File: config.mk
export PLATFORM = sky130hd
export DESIGN_NAME = inst_fetch
export DESIGN_NICKNAME = d
export VERILOG_FILES = /design/src/rtl/inst_fetch.sv
export SDC_FILE = /design/constraint.sdc
export NUM_CORES = 1
export LEC_CHECK = 0
export ABC_CLOCK_PERIOD_IN_PS = 3300
export CORE_MARGIN = 2
export CORE_UTILIZATION = 50
export DETAILED_ROUTE_END_ITERATION = 10
export PLACE_DENSITY = 0.76
export SLEW_MARGIN = 10
export SYNTH_ARGS = -nofsm -noshare
export SYNTH_HDL_FRONTEND = slang
export SYNTH_SLANG_ARGS = --single-unit
File: constraint.sdc
create_clock -name clk -period 3.3 [get_ports clk]
set_clock_uncertainty 0.15 [all_clocks]
set_input_delay 0.33 -clock clk [delete_from_list [all_inputs] [get_ports clk]]
set_output_delay 0.33 -clock clk [all_outputs]
set_load 0.03 [all_outputs]
File: src/rtl/inst_fetch.sv
// Instruction-fetch stage: owns the PC, issues in-order word reads, buffers responses in a ring.
// Optional misaligned-redirect trap is enabled by defining INST_FETCH_MISALIGN_TRAP_EN.
module inst_fetch #(
  parameter logic [31:0] RESET_PC = 32'h0000_0000,
  parameter int          DEPTH    = 4
) (
  input  logic        clk,
  input  logic        rst,
  output logic        imem_req_valid,
  input  logic        imem_req_ready,
  output logic [31:0] imem_addr,
  input  logic        imem_rsp_valid,
  input  logic [31:0] imem_rsp_data,
  input  logic        redirect,
  input  logic [31:0] redirect_pc,
  input  logic        stall,
  output logic [31:0] instruction,
  output logic [31:0] pc_out,
  output logic        inst_valid,
  output logic        misalign
);

  localparam int          AW  = $clog2(DEPTH);
  localparam int          CW  = AW + 1;
  localparam logic [31:0] NOP = 32'h0000_0013;

  logic [31:0]      pc_reg;
  logic [AW-1:0]    alloc_ptr_reg;
  logic [AW-1:0]    fill_ptr_reg;
  logic [AW-1:0]    head_ptr_reg;
  logic [CW-1:0]    used_reg;
  logic [CW-1:0]    pend_reg;
  logic [CW-1:0]    drop_reg;
  logic [DEPTH-1:0] filled_reg;
  logic             misalign_reg;
  logic [31:0]      instr_reg;
  logic [31:0]      pc_out_reg;
  logic             valid_reg;

  logic [31:0] ring_pc   [DEPTH];
  logic [31:0] ring_data [DEPTH];

  logic        req_fire;
  logic        rsp_drop;
  logic        rsp_fill;
  logic        pop;
  logic        trap;
  logic [31:0] target_pc;
  logic [CW:0] occupancy;

  assign occupancy      = {1'b0, used_reg} + {1'b0, drop_reg};
  assign imem_req_valid = !rst && !redirect && !misalign_reg && (occupancy < (CW+1)'(DEPTH));
  assign imem_addr      = pc_reg;
  assign req_fire       = imem_req_valid && imem_req_ready;

  // pend_reg counts allocated-but-unfilled entries; responses with nothing pending are ignored
  assign rsp_drop = imem_rsp_valid && (drop_reg != '0);
  assign rsp_fill = imem_rsp_valid && (drop_reg == '0) && (pend_reg != '0);
  assign pop      = !stall && filled_reg[head_ptr_reg];

`ifdef INST_FETCH_MISALIGN_TRAP_EN
  assign trap      = (redirect_pc[1:0] != 2'b00);
  assign target_pc = redirect_pc;
`else
  assign trap      = 1'b0;
  assign target_pc = redirect_pc & ~32'h0000_0003;
`endif

  always_ff @(posedge clk or posedge rst) begin
    if (rst) begin
      pc_reg        <= RESET_PC;
      alloc_ptr_reg <= '0;
      fill_ptr_reg  <= '0;
      head_ptr_reg  <= '0;
      used_reg      <= '0;
      pend_reg      <= '0;
      drop_reg      <= '0;
      misalign_reg  <= 1'b0;
      instr_reg     <= NOP;
      pc_out_reg    <= '0;
      valid_reg     <= 1'b0;
    end else if (redirect) begin
      // Everything still in flight becomes stale, including a response landing this cycle
      drop_reg      <= drop_reg + pend_reg - CW'(rsp_drop | rsp_fill);
      pc_reg        <= target_pc;
      alloc_ptr_reg <= '0;
      fill_ptr_reg  <= '0;
      head_ptr_reg  <= '0;
      used_reg      <= '0;
      pend_reg      <= '0;
      instr_reg     <= NOP;
      valid_reg     <= 1'b0;
      if (trap) begin
        misalign_reg <= 1'b1;
        pc_out_reg   <= redirect_pc;
      end
    end else begin
      if (req_fire) begin
        pc_reg        <= pc_reg + 32'd4;
        alloc_ptr_reg <= alloc_ptr_reg + AW'(1);
      end
      if (rsp_drop) drop_reg <= drop_reg - CW'(1);
      if (rsp_fill) fill_ptr_reg <= fill_ptr_reg + AW'(1);
      used_reg <= used_reg + CW'(req_fire) - CW'(pop);
      pend_reg <= pend_reg + CW'(req_fire) - CW'(rsp_fill);
      if (!stall) begin
        if (filled_reg[head_ptr_reg]) begin
          instr_reg    <= ring_data[head_ptr_reg];
          pc_out_reg   <= ring_pc[head_ptr_reg];
          valid_reg    <= 1'b1;
          head_ptr_reg <= head_ptr_reg + AW'(1);
        end else begin
          instr_reg <= NOP;
          valid_reg <= 1'b0;
        end
      end
    end
  end

  generate
    for (genvar gi = 0; gi < DEPTH; gi++) begin : g_filled
      always_ff @(posedge clk or posedge rst) begin
        if (rst) begin
          filled_reg[gi] <= 1'b0;
        end else if (redirect) begin
          filled_reg[gi] <= 1'b0;
        end else if (rsp_fill && fill_ptr_reg == AW'(gi)) begin
          filled_reg[gi] <= 1'b1;
        end else if (pop && head_ptr_reg == AW'(gi)) begin
          filled_reg[gi] <= 1'b0;
        end
      end
    end
  endgenerate

  // Payload storage needs no reset: filled_reg guards every read
  always_ff @(posedge clk) begin
    if (req_fire) ring_pc[alloc_ptr_reg] <= pc_reg;
    if (rsp_fill && !redirect) ring_data[fill_ptr_reg] <= imem_rsp_data;
  end

  assign instruction = instr_reg;
  assign pc_out      = pc_out_reg;
  assign inst_valid  = valid_reg;
  assign misalign    = misalign_reg;

endmodule

==> flow_results.org, run 1 <==
** Cells and area
- Ant. Diodes :: 0
- Relative to the synthesized area, the layout overhead comes to 23.1%.
- Fraction of final layout cells with drive strength greater than 1 :: 15.2%
- The register with the most flip-flops in the layout has 128 of them.
- Leaving out fill and tap cells, the most frequent cells in the layout are 248 x sky130_fd_sc_hd__edfxtp_1, 160 x sky130_fd_sc_hd__clkdlybuf4s50_1, 139 x sky130_fd_sc_hd__nand2_1, 107 x sky130_fd_sc_hd__dfrtp_1, 63 x sky130_fd_sc_hd__mux4_2.
- Most common library cell in the layout ignoring fill and taps :: sky130_fd_sc_hd__edfxtp_1
- The finished cells cover 0.0177 mm^2.
- Nets@finish :: 1158
- More flip-flops sit in one register than any other, and that register is ring_data.

** Die
- For this configuration, the core starts out at a cell density of 50.5%.
- Area enclosed by the die boundary :: 0.0301 mm^2
- Standard-cell rows :: 62
- The total area inside the core boundary comes to 0.0285 mm^2.
- Count of boundary I/O pins :: 169
- Die outline width :: 174 um
- The die is 174 um tall.

** Timing
- Setup violations remaining at the end of the flow were counted as 0.
- Worst Hold Slack :: 0.169 ns
- Min Tclk post-route :: 2.95 ns
- Setup TNS after final layout :: 0 ns
- The worst path meets setup with 0.349 ns of slack.
- Final max-slew violation count :: 0
- Share of the clock period used by the worst path after layout :: 89.4%
- Worst-margin pin slew :: 1.15 ns
- The number of endpoints with negative hold slack in the final report was 0.
- Unrepaired setup endpoints after global routing :: false
- Max frequency :: 339 MHz
- In this run the tightest slew margin relative to its limit is 23.3%.

** CTS
- Post-CTS setup buffer count :: 0
- Clock buffer count from CTS :: 38
- The tree is rooted in a sky130_fd_sc_hd__clkbuf_16.
- Latest clock arrival within the worst-skew pair :: 0.52 ns
- The clock passes through at most 3 buffers.
- After clock tree synthesis, the clock-pin slew on the worst setup and hold paths is 0.06 ns.
- CTS tree :: built
- Count of cells resized by post-cts repair :: 0
- Post-cts hold buffer count :: 0
- The clock drives 360 sinks.
- Max H-tree Level :: 2

** Setup path
- Endpoint arrival time on the critical path :: 3.19 ns
- Type of origin of the critical path :: flip-flop
- Required time of the critical path :: 3.54 ns
- The critical path is of the reg -> reg type.
- Endpoint type of the worst setup path :: flip-flop
- Counting cells, the worst reg-to-reg path comes to 12.
- Crit path max fanout :: 5

** GRT
- Entering global routing, the biggest net connects 67 pins.
- Initial antenna violation count :: 0
- The number of global-route vias before repair came to 8744.
- After global routing the overflow that remains totals 0.
- Overall routing resource usage :: 21.1%
- The first global-routing pass estimated 49.2 mm of wire.

** Synth
- After synthesis, flip-flops and latches occupy 71.3% of the total area.
- Post-synthesis compound-gate area fraction :: 5.50%
- Summing every instance area after synthesis gives 0.0144 mm^2.
- By area, the combinational part of the netlist is dominated by multiplexers.
- Xor and xnor fraction of the mapped netlist area :: 0.609%
- Counting flops and latches in the post-synthesis netlist gives 360.
- Yosys warning count :: 0
- Number of distinct library cell variants in the gate-level netlist after synthesis :: 49
- Dividing the synthesized area by the synthesized cell count gives 16.4 um^2.
- Of the total synthesized cell area, the portion taken by AND, OR, NAND and NOR gates is 7.36%.
- Among all flip-flop cells after synthesis, the most frequent one is sky130_fd_sc_hd__edfxtp_1.
- In the synthesized netlist, mux cells make up 10.2% of the area.
- Of the total synthesized cell area, the portion taken by full adders, half adders and majority gates is 2.51%.
- The cell count after synthesis came out at 879.
- Number of flops mapped to enable cells by yosys :: 248
- Counting flops with an async set or reset pin after synthesis yields a share of 31.1%.

** Placement
- Detailed placement ended at an HPWL of 18.9 mm.
- PortBufs :: 161
- Timing analysis after detailed placement gives a worst setup slack of 0.371 ns.
- Area post-placement :: 0.0165 mm^2
- The congestion estimate from routability-driven global placement came to 0.813.

** Detailed routing
- Overall via count from detail_route :: 8474
- DRC violation total after the first TritonRoute iteration :: 780
- In this run the remaining antenna-violating nets after routing total 0.
- Average wire length per cell after detail routing :: 21.1 um
- Initial DRT Pass Iterations :: 5
- Average via count per standard cell :: 5.75
- After detailed routing, the total wire length is 31.1 mm.
- After detailed routing, the number of remaining DRC violations is 0.

** Power and ir drop
- Static Leakage :: 6.46 nW
- Dividing total power by cell area gives a power density of 643 mW/mm^2.
- IR analysis of the VDD net gives a maximum drop of 439 uV.
- Power Total :: 11.4 mW

** Hold path
- The min-delay analysis places its worst path in the category in -> async.

** Status
- Run status :: finished clean

** Run
- Max Cap Viol :: 0
Yosys cell counts, types with 7 or more instances:
master                     number  area share, %
sky130_fd_sc_hd__dfrtp_1      109             19
sky130_fd_sc_hd__clkbuf_1      21           0.55
sky130_fd_sc_hd__and3_1        11           0.48
sky130_fd_sc_hd__nor2_1        20           0.52
sky130_fd_sc_hd__nand4_1        9           0.39
sky130_fd_sc_hd__o311ai_0       7           0.43
sky130_fd_sc_hd__inv_1         26           0.68
sky130_fd_sc_hd__o21ai_0       21           0.73
sky130_fd_sc_hd__edfxtp_1     248             52
sky130_fd_sc_hd__a31o_2         7           0.43
sky130_fd_sc_hd__a22o_1        29            1.8
sky130_fd_sc_hd__xnor2_1        9           0.55
sky130_fd_sc_hd__ha_1          24            2.1
sky130_fd_sc_hd__nand2_1      139            3.6
sky130_fd_sc_hd__nand3_1       18           0.63
sky130_fd_sc_hd__mux4_2        63            9.9
sky130_fd_sc_hd__buf_2         18           0.63
sky130_fd_sc_hd__and2_1         7           0.30
sky130_fd_sc_hd__o211ai_1      12           0.63
sky130_fd_sc_hd__a21oi_1        8           0.28
layout make-up:
class / instances / area, um^2
fill: 2074 / 10800
tap: 384 / 480
clock buffer: 53 / 1040
clock inverter: 17 / 131
multi-input combinational: 447 / 3790
timing repair buffer: 188 / 1900
inverter: 26 / 101
sequential: 360 / 10300
critical path, stage by stage, from the launching register on:
cell and delay [ns]:
sky130_fd_sc_hd__dfrtp_1 0.37, sky130_fd_sc_hd__inv_1 0.13, sky130_fd_sc_hd__ha_1 0.16, sky130_fd_sc_hd__inv_1 0.05, sky130_fd_sc_hd__o21ai_0 0.44, sky130_fd_sc_hd__o21ai_0 0.19
sky130_fd_sc_hd__ha_1 0.31, sky130_fd_sc_hd__inv_1 0.04, sky130_fd_sc_hd__ha_1 0.19, sky130_fd_sc_hd__fa_1 0.39, sky130_fd_sc_hd__xnor2_1 0.17, sky130_fd_sc_hd__a21oi_1 0.09
sky130_fd_sc_hd__xnor2_1 0.15
path summary, 6_finish.rpt:
check | start | to | slack (ns)
setup / recovery | drop_reg[0] | drop_reg[2] | 0.35
hold / removal | rst | filled_reg[0] | 0.17
setup reg to reg | drop_reg[0] | drop_reg[2] | 0.35
hold reg to reg | pc_out[27] | pc_out[27] | 0.32
max in group asynchronous | rst | pc_out[17] | 2.08
min in group clk | redirect_pc[3] | imem_addr[3] | 0.26
logic make-up (layout without fill, tap and decap cells):
logic type,after synthesis,in the layout
flip-flops,360,360
buffers and inverters,76,284
AND/OR/NAND/NOR,231,231
AO/OA/AOI/OAI,106,106
multiplexers,68,68
XOR/XNOR,10,10
adder cells (fa/ha/maj),27,27
other,1,5
per-layer routing:
metal	share of wire, %	track usage [%]
met1	42	29.5
met2	49	34.7
met4	2.3	6.51
met3	6.2	3.18
met5	0	0
through the flow:
step | instances | util (%)
floorplan | 883 | -
global placement | 1405 | 58.1
detailed placement | 1405 | 58.1
CTS | 1475 | 62.2
global route | 1475 | 62.2
finish | 1475 | 62.2
power breakdown:
part / internal (mW) / switching (mW)
sequential: 5.20 / 0.305
clock: 2.29 / 1.69
combinational: 0.808 / 1.09
(Power assumes the default switching activity.)
==> inputs of run 2 (changes only) <==
Settings changed: ABC_CLOCK_PERIOD_IN_PS 3300 to 2600.
Clock period 3.3 ns to 2.6 ns, I/O delays scaled along.
==> run 2 against run 1 <==
- clock-buffer cell count did not move
- sequential cell count unchanged
- non-clock buffer count grew 35
- wire length hardly changed
- global-route usage about the same
- clock power grew 43%
- register-to-register slack got worse by 0.29 ns
- worst hold slack lost 0.027 ns
==> flow_results.org, run 2 (same netlist as run 1, synthesis figures left out) <==
** Timing
- The max-slew violation count is 0 (unchanged).
- Worst Slack Setup Final :: 0.0598 ns (-0.290 ns)
- The ratio of final minimum period to clock period came to 97.7% (+8.3 points).
- The count of endpoints failing setup in the final report was 0 (unchanged).
- Worst Hold Slack :: 0.141 ns (-0.0274 ns)
- The number of endpoints with negative hold slack in the final report was 0 (unchanged).
- Max frequency :: 394 MHz (+16%)
- The actual transition at the worst max-transition pin is 1.01 ns (-0.136 ns).
- The shortest period the worst path allows was 2.54 ns (-0.410 ns).
- The max-slew headroom at the worst pin came to 32.7% (+9.3 points).
- Setup repair after global routing could not meet its margin everywhere.

** Cells and area
- Post-layout instance area :: 0.0183 mm^2 (+3.4%)
- The number of fill cells in the layout came to 2001 (-3.5%).
- Compared with the post-synthesis result, the final layout area differs by 27.3%.
- The fraction of final layout cells sized beyond drive strength 1 came to 20.0% (+4.8 points).
- Most common library cell in the layout ignoring fill and taps :: sky130_fd_sc_hd__edfxtp_1
- The number of flip-flops in the largest register is 128 (unchanged).
- Register with the most flip-flops :: ring_data
- The count of antenna diodes in the layout came to 0 (unchanged).
- Post-layout util :: 64.3% (+2.1 points)
- The library cells used most frequently in the layout, excluding fill and tap cells, are 248 x sky130_fd_sc_hd__edfxtp_1, 159 x sky130_fd_sc_hd__clkdlybuf4s50_1, 139 x sky130_fd_sc_hd__nand2_1, 107 x sky130_fd_sc_hd__dfrtp_1, 63 x sky130_fd_sc_hd__mux4_2.
- Nets@finish :: 1194 (+3.1%)

** Placement
- The weighted congestion at the end of routability-driven global placement is 0.830 (+2.1%).
- Area post-placement :: 0.0169 mm^2 (+2.2%)
- Setup WS pre-CTS :: -0.153 ns (-0.523 ns)
- The final HPWL from detailed placement came to 19.3 mm (+2.2%).
- PortBufs :: 161 (unchanged)

** Die
- The area of the die came to 0.0301 mm^2 (unchanged).
- The placeable core region is 0.0285 mm^2 (unchanged).
- Standard-cell rows :: 62 (unchanged)
- Count of boundary I/O pins :: 169 (unchanged)
- Initial core utilization :: 50.5% (unchanged)
- The x dimension of the die was 174 um (unchanged).
- Chip Height :: 174 um (unchanged)

** Setup path
- The worst register-to-register path begins at used_reg[2].
- Worst setup path class :: reg -> reg
- Endpoint type of the worst setup path :: flip-flop
- Endpoint arrival time on the critical path :: 2.77 ns (-0.42 ns)
- The maximum fanout along the worst path came to 3 (-2).
- The logic depth of the worst register-to-register path is 12 (unchanged).
- The slack of the worst reg-to-reg path was 0.06 ns (-0.29 ns).
- Required time of the critical path :: 2.83 ns (-0.71 ns)
- Type of origin of the critical path :: flip-flop
- The endpoint identified for the worst register-to-register timing path is pend_reg[2].

** Detailed routing
- The per-cell via count in the routed design came to 5.62 (-2.3%).
- Routed wire length :: 31.1 mm (about the same)
- Remaining DRCs :: 0 (unchanged)
- Average wire length per cell after detail routing :: 20.6 um (-2.4%)
- DRC violation total after the first TritonRoute iteration :: 733 (-6.0%)
- Initial DRT Pass Iterations :: 5 (unchanged)
- The number of nets with antenna violations after detailed routing came to 0 (unchanged).
- The via count was 8491 (+0.20%).

** GRT
- The initial antenna violation count came to 0 (unchanged).
- The first-pass GRT wire length is 49.4 mm (+0.38%).
- Vias in the first global route :: 8839 (+1.1%)
- The global route total overflow is 0 (unchanged).
- The overall routing resource usage came to 21.0% (about the same).
- The largest net degree at the start of global routing is 67 (unchanged).

** CTS
- Max H-tree Level :: 2 (unchanged)
- Clock buffer count from CTS :: 39 (+2.6%)
- The maximum clock insertion buffer count is 3 (unchanged).
- TritonCTS built the clock tree.
- The number of sinks on the clock net is 360 (unchanged).
- Latest clock arrival within the worst-skew pair :: 0.52 ns (about the same)
- The tree is rooted in a sky130_fd_sc_hd__clkbuf_16.
- Clk pin slew, worst setup/hold paths :: 0.06 ns (about the same)

** Power and ir drop
- Peak supply drop :: 525 uV (+20%)
- Static Leakage :: 6.76 nW (+4.6%)
- Power Total :: 15.3 mW (+34%)
- The power per standard cell area is 834 mW/mm^2 (+30%).

** Hold path
- Cell count of the worst hold path :: 3
- Origin of the worst min-delay path :: redirect_pc[28]
- WHS Endpoint :: imem_addr[28]
- Worst Hold Class :: in -> reg

** Run
- Max Cap Viol :: 0 (unchanged)

** Status
- The run finished with clean final reports.
==> run 2: cell count changes in the layout (fill, tap and decap cells not counted), moves of 4 or more <==
cell	change
sky130_fd_sc_hd__buf_4	+28
sky130_fd_sc_hd__buf_12	+6
sky130_fd_sc_hd__bufinv_16	+5
sky130_fd_sc_hd__and2_1	-4
==> run 2: repair_timing <==
item	CTS	global route
endpoints found under the setup margin	5	5
resized for setup	5	9
pin swaps	3	4
cloned	0	0
hold endpoints to repair	11	0
hold buffers	1	0
buffers inserted	0	1
==> run 2: layout make-up <==
cell class              instances  area [um^2]  share of cell area (%)
clock buffers                  53         1090                    5.95
clock inverters                19          262                    1.43
inverters                      26          106                   0.581
multi-input cells             447         3870                    21.1
flip-flops and latches        360        10300                    56.1
well taps                     384          480                    2.62
repair buffers                223         2240                    12.2
==> run 2: worst max path at each step <==
stage / startpoint / to / slack, ns / cells past startpoint
2_1_floorplan: drop_reg[2] / pend_reg[2] / -0.18 / 14
3_3_place_gp: used_reg[2] / pend_reg[2] / -0.11 / 12
3_5_place_dp: used_reg[2] / pend_reg[2] / -0.15 / 12
4_1_cts: used_reg[2] / pend_reg[2] / 0.003 / 12
5_1_grt: used_reg[2] / pend_reg[2] / -0.05 / 12
6_report: used_reg[2] / pend_reg[2] / 0.06 / 12
==> run 2: layer usage <==
metal,global-route usage (%),vias up,share of wire [%]
met5,0,-,0
met4,6.62,0,2.3
met3,3.55,58,5.6
met2,36.1,284,51
met1,27.8,4362,41
li1,-,3787,-
==> run 2: worst max-delay path: stages (launching register included) <==
cell and delay [ns]:
sky130_fd_sc_hd__dfrtp_1 0.38, sky130_fd_sc_hd__ha_1 0.30, sky130_fd_sc_hd__nor3_2 0.14, sky130_fd_sc_hd__and4_4 0.28, sky130_fd_sc_hd__inv_6 0.05, sky130_fd_sc_hd__ha_4 0.22
sky130_fd_sc_hd__inv_1 0.05, sky130_fd_sc_hd__ha_1 0.12, sky130_fd_sc_hd__inv_1 0.05, sky130_fd_sc_hd__fa_2 0.34, sky130_fd_sc_hd__xnor2_2 0.14, sky130_fd_sc_hd__xnor2_1 0.13
sky130_fd_sc_hd__nor2_1 0.05
==> run 2: report_power, final <==
| group | total (mW) | internal [mW] | switching, mW |
|---|---|---|---|
| Combinational | 2.64 | 1.15 | 1.49 |
| Clock | 5.69 | 3.55 | 2.14 |
| Sequential | 6.93 | 6.60 | 0.323 |
| Total | 15.3 | 11.3 | 3.96 |
==> run 2: stage by stage <==
| stage | setup TNS, ns | cells |
|---|---|---|
| after CTS | 0 | 1512 |
| after detailed placement | -0.203 | 1439 |
| after global routing | -0.0549 | 1512 |
| final | 0 | 1512 |
| after floorplan | -7.90 | 883 |
| after global placement | -0.105 | 1439 |
==> inputs of run 3 (changes only) <==
Settings changed: REMOVE_ABC_BUFFERS set to 1.
==> run 3 against run 2 <==
- worst hold slack got worse by 0.13 ns
- global-route usage up 0.74 points
- core utilization decreased by 0.42 points
- clock-buffer cell count down 2
- register-to-register slack got worse by 0.04 ns
==> flow_results.org, run 3 (same netlist as run 1, synthesis figures left out) <==
** Status
- Run status :: finished clean

** Detailed routing
- Highest metal layer used by the detailed router :: met4
- Count of nets left with antenna violations after detail routing :: 0 (unchanged)
- The met2 routed wirelength was 16.2 mm (+1.5%).
- The wire length per cell is 21.5 um (+4.2%).
- Overall via count from detail_route :: 8586 (+1.1%)
- Routed wire length :: 32.4 mm (+4.0%)
- Average via count per standard cell :: 5.69 (+1.3%)
- Initial DRT Pass Iterations :: 7 (+2)
- M1 WL :: 13.3 mm (+4.4%)
- The count of unresolved DRC violations after routing is 0 (unchanged).
- Length of routed met3 wiring :: 2.11 mm (+21%)
- The initial DRC count was 766 (+4.5%).

** Setup path
- Endpoint arrival time on the critical path :: 2.84 ns (+0.07 ns)
- Cell chain of the critical path :: inv_1 > ha_1 > inv_1 > o21ai_2 > o21ai_1 > ha_1 > inv_1 > ha_1 > fa_1 > xnor2_1 > a21oi_2 > xnor2_1
- Max incr delay on CP :: 0.40 ns (+0.02 ns)
- Capture instance of the worst register-to-register path :: drop_reg[2]
- STA classifies the critical path endpoint as a flip-flop.
- R2R Path Start :: drop_reg[1]
- The slack of the worst reg-to-reg path is 0.02 ns (-0.04 ns).
- Required time of the critical path :: 2.86 ns (+0.03 ns)
- Type of origin of the critical path :: flip-flop
- Worst setup path class :: reg -> reg
- Among all stages on the critical path, the largest delay is contributed by sky130_fd_sc_hd__dfrtp_1.
- Crit path max fanout :: 3 (unchanged)
- Logic depth of the worst register-to-register path :: 12 (unchanged)

** Timing
- The actual transition at the worst max-transition pin came to 1.00 ns (-0.00581 ns).
- Number of setup violations in the final report :: 0 (unchanged)
- The top achievable clock speed was 388 MHz (-1.5%).
- Unrepaired setup endpoints after global routing :: true
- Worst relative slew slack :: 33.1% (+0.39 points)
- Min Tclk post-route :: 2.58 ns (+0.0374 ns)
- Final max-slew violation count :: 0 (unchanged)
- The ratio of final minimum period to clock period came to 99.1% (+1.4 points).
- The number of endpoints with negative hold slack in the final report came to 0 (unchanged).
- The final-layout setup total negative slack is 0 ns (unchanged).

** Cells and area
- Count of filler cells inserted in the layout :: 2013 (+0.60%)
- The total non-filler cell area in the finished layout came to 0.0182 mm^2 (-0.65%).
- From synthesis to final layout, the design area changed by 26.5%.
- Leaving out fill and tap cells, the most frequent cell in the layout is sky130_fd_sc_hd__edfxtp_1.
- The count of antenna diodes in the layout is 0 (unchanged).
- Nets@finish :: 1193 (-0.084%)
- The footprint of the flip-flops and latches is 0.0103 mm^2 (about the same).
- The fraction of final layout cells sized beyond drive strength 1 is 19.9% (-0.12 points).
- Flip-flop count of the largest register after layout :: 128 (unchanged)
- More flip-flops sit in one register than any other, and that register is ring_data.
- Commonest cells after routing, fill and taps aside :: 248 x sky130_fd_sc_hd__edfxtp_1, 159 x sky130_fd_sc_hd__clkdlybuf4s50_1, 139 x sky130_fd_sc_hd__nand2_1, 107 x sky130_fd_sc_hd__dfrtp_1, 63 x sky130_fd_sc_hd__mux4_2
- Multi-input gate area :: 0.00389 mm^2 (+0.61%)

** Die
- The chip height is 174 um (unchanged).
- Count of boundary I/O pins :: 169 (unchanged)
- The initial core utilization is 50.5% (unchanged).
- The placement row count was 62 (unchanged).
- The placeable core region is 0.0285 mm^2 (unchanged).
- Die outline width :: 174 um (unchanged)
- The area of the die is 0.0301 mm^2 (unchanged).

** Power and ir drop
- The part of the power in the clock network is 35.6% (-1.7 points).
- Fraction of power spent switching nets :: 26.4% (+0.51 points)
- Static Leakage :: 6.71 nW (-0.83%)
- The combinational fraction of design power came to 18.0% (+0.7 points).
- Design internal power :: 11.0 mW (-2.9%)
- Power spent charging and discharging nets :: 3.94 mW (-0.29%)
- The proportion of power drawn by flip-flops and latches came to 46.4% (+1.0 points).
- Peak supply drop :: 471 uV (-10%)
- Power density of the placed cells :: 821 mW/mm^2 (-1.6%)

** CTS
- TritonCTS built the clock tree.
- The number of buffers added by the clock tree synthesis step was 37 (-5.1%).
- Maximum count of clock buffers along a single path :: 3 (unchanged)
- The number of sinks on the clock net was 360 (unchanged).
- The post-CTS clock slew at the launch and capture registers of the worst setup and hold paths was 0.06 ns (about the same).
- Root buffer selected by CTS :: sky130_fd_sc_hd__clkbuf_16
- Post-CTS setup buffer count :: 0 (unchanged)
- Latest clock arrival within the worst-skew pair :: 0.52 ns (about the same)
- The quantity of hold-fixing buffers added after cts came to 0 (-1).
- Max H-tree Level :: 2 (unchanged)

** Hold path
- Worst Hold Class :: in -> async

** GRT
- Global-route wire length before repair :: 50.6 mm (+2.5%)
- The overall routing resource usage was 21.8% (+0.74 points).
- Vias in the first global route :: 8961 (+1.4%)
- Overall overflow remaining after global route :: 0 (unchanged)
- Initial antenna violation count :: 0 (unchanged)
- The largest net degree at the start of global routing was 67 (unchanged).

** Placement
- The total placed instance area came to 0.0168 mm^2 (-0.33%).
- Placed wire-length estimate :: 20.1 mm (+4.1%)
- Global placement routability congestion :: 0.811 (-2.4%)
- The number of port buffers is 161 (unchanged).

** Run
- The max capacitance violation total was 0 (unchanged).
## run 3: how the worst max path moves through the flow
stage                          startpoint               to  depth (start not counted)
final                         drop_reg[1]      drop_reg[2]                         12
after global routing          drop_reg[1]      drop_reg[2]                         12
after CTS                     drop_reg[2]      pend_reg[2]                         12
after detailed placement      used_reg[2]      pend_reg[2]                         12
after global placement        used_reg[2]      pend_reg[2]                         12
after floorplan           head_ptr_reg[0]  instruction[10]                          4
## run 3: critical path, delay by kind of cell, from the launching register on
kind                     cells  cell delay [ns]
AO/OA/AOI/OAI                3             0.36
XOR/XNOR                     2             0.39
adder cells (fa/ha/maj)      4             0.99
buffers and inverters        3             0.19
flip-flops                   1             0.40
## run 3: power by group through the flow
| stage | clock (mW) | sequential, mW | combinational (mW) |
|---|---|---|---|
| after floorplan | 0 | 7.59 | 0.786 |
| after global routing | 5.65 | 6.97 | 2.88 |
| final | 5.32 | 6.92 | 2.68 |
| after detailed placement | 0 | 7.02 | 2.62 |
| after global placement | 0 | 7.00 | 2.56 |
| after CTS | 5.43 | 6.92 | 2.67 |
## run 3: cell type report
| class | count | area share, % |
|---|---|---|
| Sequential cell | 360 | 56.4 |
| Multi-Input combinational cell | 447 | 21.4 |
| Timing Repair Buffer | 224 | 12.2 |
| Clock buffer | 51 | 5.78 |
| Tap cell | 384 | 2.64 |
| Clock inverter | 17 | 1.03 |
| Inverter | 26 | 0.578 |
## run 3: routing by layer
| metal | GRT usage [%] | up-vias |
|---|---|---|
| met2 | 36.4 | 336 |
| met4 | 6.58 | 0 |
| met3 | 4.12 | 56 |
| met5 | 0 | - |
| li1 | - | 3801 |
| met1 | 29.5 | 4393 |
## run 3: what timing repair did
item / in CTS / in global routing
resized for setup: 23 / 8
pin swaps: 11 / 13
endpoints found under the setup margin: 21 / 57
## run 3: through the flow
stage | cells | utilization, % | hold slack [ns] | setup WS (ns) | total power, mW
floorplan | 833 | - | 0.171 | -2.50 | 8.38
global placement | 1441 | 59.1 | 0.311 | -0.141 | 9.56
detailed placement | 1441 | 59.1 | 0.313 | -0.184 | 9.63
CTS | 1509 | 63.8 | 0.0212 | -0.0299 | 15.0
global route | 1509 | 63.9 | 0.0481 | -0.107 | 15.5
finish | 1509 | 63.9 | 0.00638 | 0.0223 | 14.9
==> edit 1: new RTL, settings of run 1 <==
`DEPTH`: 4 -> 2.
--- a/src/rtl/inst_fetch.sv
+++ b/src/rtl/inst_fetch.sv
@@ -3,5 +3,5 @@
 module inst_fetch #(
   parameter logic [31:0] RESET_PC = 32'h0000_0000,
-  parameter int          DEPTH    = 4
+  parameter int          DEPTH    = 2
 ) (
   input  logic        clk,
Behaviour: not the same (a bounded check fails within 4 cycles, from zero or initial values and one cycle with rst high).
==> edit 1 against run 1 <==
Worst setup slack worse by 160 ps. Synthesized area down 36%. Total power down 35%. Largest cell class unchanged. Critical endpoint is now imem_req_valid. Fmax down 5.1%. Register-to-register slack better by 110 ps. Sequential cell count down 132. Cell area down 33%. Wire length down 33%.
==> edit 1: results (changes against run 1) <==
- Largest net degree at the start of global routing: 50 (was 67)
- Crit-path leading delay family: buffers and inverters (was adder cells)
- H-tree levels: 1 (was 2)
- Max incr delay on CP: 750 ps (was 440 ps)
- Mean Syn Cell Area: 13.15 µm² (was 16.36 µm²)
- Post-synthesis xor/xnor area fraction: 0.9555% (was 0.6092%)
- Slowest cell on crit path: clkdlybuf4s50_1 (was o21ai_0)
- Drt wl/cell: 18.73 µm (was 21.09 µm)
- Mux share of post-synthesis cell area: 7.426% (was 10.22%)
- Post-CTS setup buffers: 0 (unchanged)
- Gr usage total: 21.17% (was 21.05%)
- Post-CTS sizing: 0 (unchanged)
- Largest Register: ring_data (unchanged)
- Hold Path Class: input port to flip-flop (was input port to asynchronous set/reset pin)
- Total vias in the final route: 6267 (was 8474)
- Ant. Diodes: 0 (unchanged)
- Run status: finished, final reports clean (unchanged)
- Placed cells: 1069 (was 1405)
- Detailed router's first-iteration violation count: 414 (was 780)
- Post-synth EDFFs: 124 (was 248)
- GPL Wtd Cong: 0.8653 (was 0.8131)
- Crit-path max FO: 6 (was 5)
- First-pass iteration count of the detailed router: 7 (was 5)
- Synth cell types: 48 (was 49)
- Most frequent cells after synthesis: edfxtp_1 (124), dfrtp_1 (101), nand2_1 (75) (was edfxtp_1 (248), nand2_1 (139), dfrtp_1 (109))
- Post-Synth Adder-Cell Area: 1.310% (was 2.506%)
- Bufs on Longest Clock Path: 3 (unchanged)
- Top cell type's share of synthesized area: 40.62% (was 51.80%)
- Clk_lat worst skew: 490 ps (was 520 ps)
- CTS Buf Count: 23 (was 38)
- Worst-path clk slew: 60 ps (about the same)
- Nets: 944 (was 1158)
- Pin slew with the least headroom to its limit: 793.3 ps (was 1146 ps)
- Root buf cell: clkbuf_16 (unchanged)
- Sequential-to-total area share from yosys stat: 69.06% (was 71.32%)
- Leak pwr: 4.466 nW (was 6.464 nW)
- Layout cells sized above 1: 8.173% (was 15.22%)
- HPWL Detailed: 13630 µm (was 18920 µm)
- Ranking of synthesized cells by area: edfxtp_1 (41%), dfrtp_1 (28%), mux2i_1 (7.4%), nand2_1 (3.1%), o21ai_0 (2.5%) (was edfxtp_1 (52%), dfrtp_1 (19%), mux4_2 (9.9%), nand2_1 (3.6%), ha_1 (2.1%))
- Async S/R FF share, synth: 45.61% (was 31.11%)
- First-pass GRT wire length: 33350 µm (was 49170 µm)
- Antenna violations before repair: 1 (was 0)
- Vias in the first global route: 6386 (was 8744)
- Compound-Gate Fraction of Synth Area: 8.272% (was 5.500%)
- Largest register FFs: 64 (was 128)
- DR vias/cell: 5.646 (was 5.745)
- VDD IR max: 0.3509 mV (was 0.4392 mV)
- YS warnings: 0 (unchanged)
==> edit 1: kinds of logic (layout without fill, tap and decap cells) <==
family                   count (synthesis)  after routing
buffers and inverters                   54            234
adder cells (fa/ha/maj)                  9              9
flip-flops                             228            228
AO/OA/AOI/OAI                          126            126
other                                    1              5
multiplexers                            68             68
XOR/XNOR                                10             10
AND/OR/NAND/NOR                        201            201
==> edit 1: area by class of cell <==
type | instances | area (µm²)
clock buffer | 32 | 659.4
clock inverter | 9 | 118.9
fill | 1327 | 6105
inverter | 14 | 55.05
multi-input combinational | 419 | 2626
sequential | 228 | 6334
tap | 229 | 286.5
timing repair buffer | 179 | 1779
==> edit 1: metal layers <==
layer	part of all wire [%]	track usage (%)	wire length [µm]
met1	43	28.87	8840
met2	48	35.40	10070
met3	7.4	3.992	1533
met4	1.6	5.476	332
met5	0.053	0	11
==> edit 1: final timing paths <==
check,slack [ps],to,from,cells past startpoint
min,250,imem_addr[3],redirect_pc[3],3
max,190,imem_req_valid,drop_reg[0],4
max in group asynchronous,1970,instruction[4],rst,3
min reg2reg,320,inst_valid,inst_valid,2
max reg2reg,460,pend_reg[1],drop_reg[0],11
min in group asynchronous,310,imem_addr[21],rst,2
==> edit 1: worst min-delay path, stage by stage <==
cell and delay (ps):
clkdlybuf4s50_1 390, nand2_1 60, o21ai_0 70
==> edit 1: through the flow <==
step | cell area (µm²) | power (mW) | setup WS, ps
after floorplan | 9195 | 4.178 | 35.01
after global placement | 11080 | 4.729 | 497.6
after detailed placement | 11080 | 4.773 | 460.7
after CTS | 11860 | 7.430 | 178.0
after global routing | 11860 | 7.664 | 95.40
final | 11860 | 7.377 | 190.5
==> edit 1: power by group <==
part | switching, mW | internal (mW)
sequential | 0.202 | 3.24
combinational | 0.729 | 0.545
clock | 1.04 | 1.62
==> edit 2: new RTL, settings of run 1 <==
Without the edit above. Reset style: synchronous (`rst`), changed in 2 clocked blocks.
--- a/src/rtl/inst_fetch.sv
+++ b/src/rtl/inst_fetch.sv
@@ -67,5 +67,5 @@
 `endif
 
-  always_ff @(posedge clk or posedge rst) begin
+  always_ff @(posedge clk) begin
     if (rst) begin
       pc_reg        <= RESET_PC;
@@ -120,5 +120,5 @@
   generate
     for (genvar gi = 0; gi < DEPTH; gi++) begin : g_filled
-      always_ff @(posedge clk or posedge rst) begin
+      always_ff @(posedge clk) begin
         if (rst) begin
           filled_reg[gi] <= 1'b0;
Check against the original RTL: differs if rst is asserted again (counterexample within 4 cycles, from zero or initial values and one cycle with rst high); with rst held inactive, the same outputs for 4 cycles.
==> edit 2 against run 1 <==
Sequential cell count up 2. Synthesized cell count increased by 12%. Synthesized area is 1.2% lower. Wire length rose by 2.5%. Worst setup slack better by 19 ps. Cell area decreased by 0.59%. Critical path type unchanged. Largest cell class unchanged.
Power is not compared: it rests on default switching activity, and its combinational part moved more than twofold at a synthesized area within 25%.
==> edit 2: results (changes against run 1) <==
- Nets: 1252 (was 1158)
- Met2 wire len: 16130 µm (was 15330 µm)
- Slowest cell on crit path: fa_1 (was o21ai_0)
- Post-Synth Adder-Cell Area: 2.537% (was 2.506%)
- Layout cells sized above 1: 14.19% (was 15.22%)
- Relative slew slack: 18.29% (was 23.35%)
- Detailed router's first-iteration violation count: 759 (was 780)
- GR Util met2: 37.62% (was 34.65%)
- First-pass GRT wire length: 50110 µm (was 49170 µm)
- Hold Path Class: input port to flip-flop (was input port to asynchronous set/reset pin)
- DR vias/cell: 5.656 (was 5.745)
- Post-place setup slack: 239.1 ps (was 370.8 ps)
- IO Port Bufs: 161 (unchanged)
- Post-synthesis xor/xnor area fraction: 0.7398% (was 0.6092%)
- Max Used Layer: met4 (unchanged)
- Async S/R FF share, synth: 0% (was 31.11%)
- M1 WL: 12670 µm (was 13140 µm)
- Mux share of post-synthesis cell area: 10.74% (was 10.22%)
- Largest net degree at the start of global routing: 63 (was 67)
- Run status: finished, final reports clean (unchanged)
- Fill count: 2023 (was 2074)
- Root buf cell: clkbuf_16 (unchanged)
- Comb pwr share: 6.2%
- Wirelength, routed: 31910 µm (was 31120 µm)
- Reg2Reg Depth: 14 (was 12)
- Gr usage total: 21.45% (was 21.05%)
- First-pass iteration count of the detailed router: 5 (unchanged)
- Max incr delay on CP: 390 ps (was 440 ps)
- YS warnings: 0 (unchanged)
- Synth cell types: 54 (was 49)
- Final TNS setup: 0 ps (unchanged)
- Sequential-to-total area share from yosys stat: 68.49% (was 71.32%)
- Post-synth EDFFs: 248 (unchanged)
- Mean Syn Cell Area: 14.42 µm² (was 16.36 µm²)
- Routed length on met3: 2269 µm (was 1922 µm)
- Most frequent cells after synthesis: edfxtp_1 (248), nand2_1 (134), dfxtp_1 (114) (was edfxtp_1 (248), nand2_1 (139), dfrtp_1 (109))
- HPWL Detailed: 18970 µm (was 18920 µm)
- Post-CTS sizing: 0 (unchanged)
- Switch share: 21.14%
- Worst EP arrival: 3150 ps (was 3190 ps)
- GPL Wtd Cong: 0.7347 (was 0.8131)
- CTS Buf Count: 37 (was 38)
- Met3 Track Usage GR: 4.529% (was 3.180%)
- Vias in the first global route: 9018 (was 8744)
- Compound-Gate Fraction of Synth Area: 5.364% (was 5.500%)
- Finished Layout Cells: 1562 (was 1475)
- Post-DP Area: 0.01629 mm² (was 0.01653 mm²)
- Largest Register: ring_data (unchanged)
- Ranking of synthesized cells by area: edfxtp_1 (52%), dfxtp_1 (16%), mux4_2 (10%), nand2_1 (3.5%), a21oi_1 (2.9%) (was edfxtp_1 (52%), dfrtp_1 (19%), mux4_2 (9.9%), nand2_1 (3.6%), ha_1 (2.1%))
- GR met1 Demand/Resource: 26.82% (was 29.45%)
- Placed cells: 1494 (was 1405)
edit 2: cell types whose count changed after synthesis, moves of 15 or more:
cell / run 1 / this run
dfrtp_1: 109 / 0
clkbuf_1: 21 / 36
nor2_1: 20 / 44
a22o_1: 29 / 0
dfxtp_1: 0 / 114
a21oi_1: 8 / 81
nand3_1: 18 / 48
edit 2: layout make-up:
cell class | count | area [µm²] | area share, %
tap | 378 | 473.0 | 2.688
inverter | 24 | 90.09 | 0.5120
timing repair buffer | 189 | 1852 | 10.52
multi-input combinational | 541 | 4146 | 23.57
sequential | 362 | 9732 | 55.31
clock buffer | 45 | 1008 | 5.731
clock inverter | 23 | 294.0 | 1.671
edit 2: worst paths after layout:
path                    from            end  slack, ps
max reg2reg      drop_reg[0]    drop_reg[2]        370
max              drop_reg[0]    drop_reg[2]        370
min          redirect_pc[12]  imem_addr[12]        220
min reg2reg        pc_out[9]      pc_out[9]        300
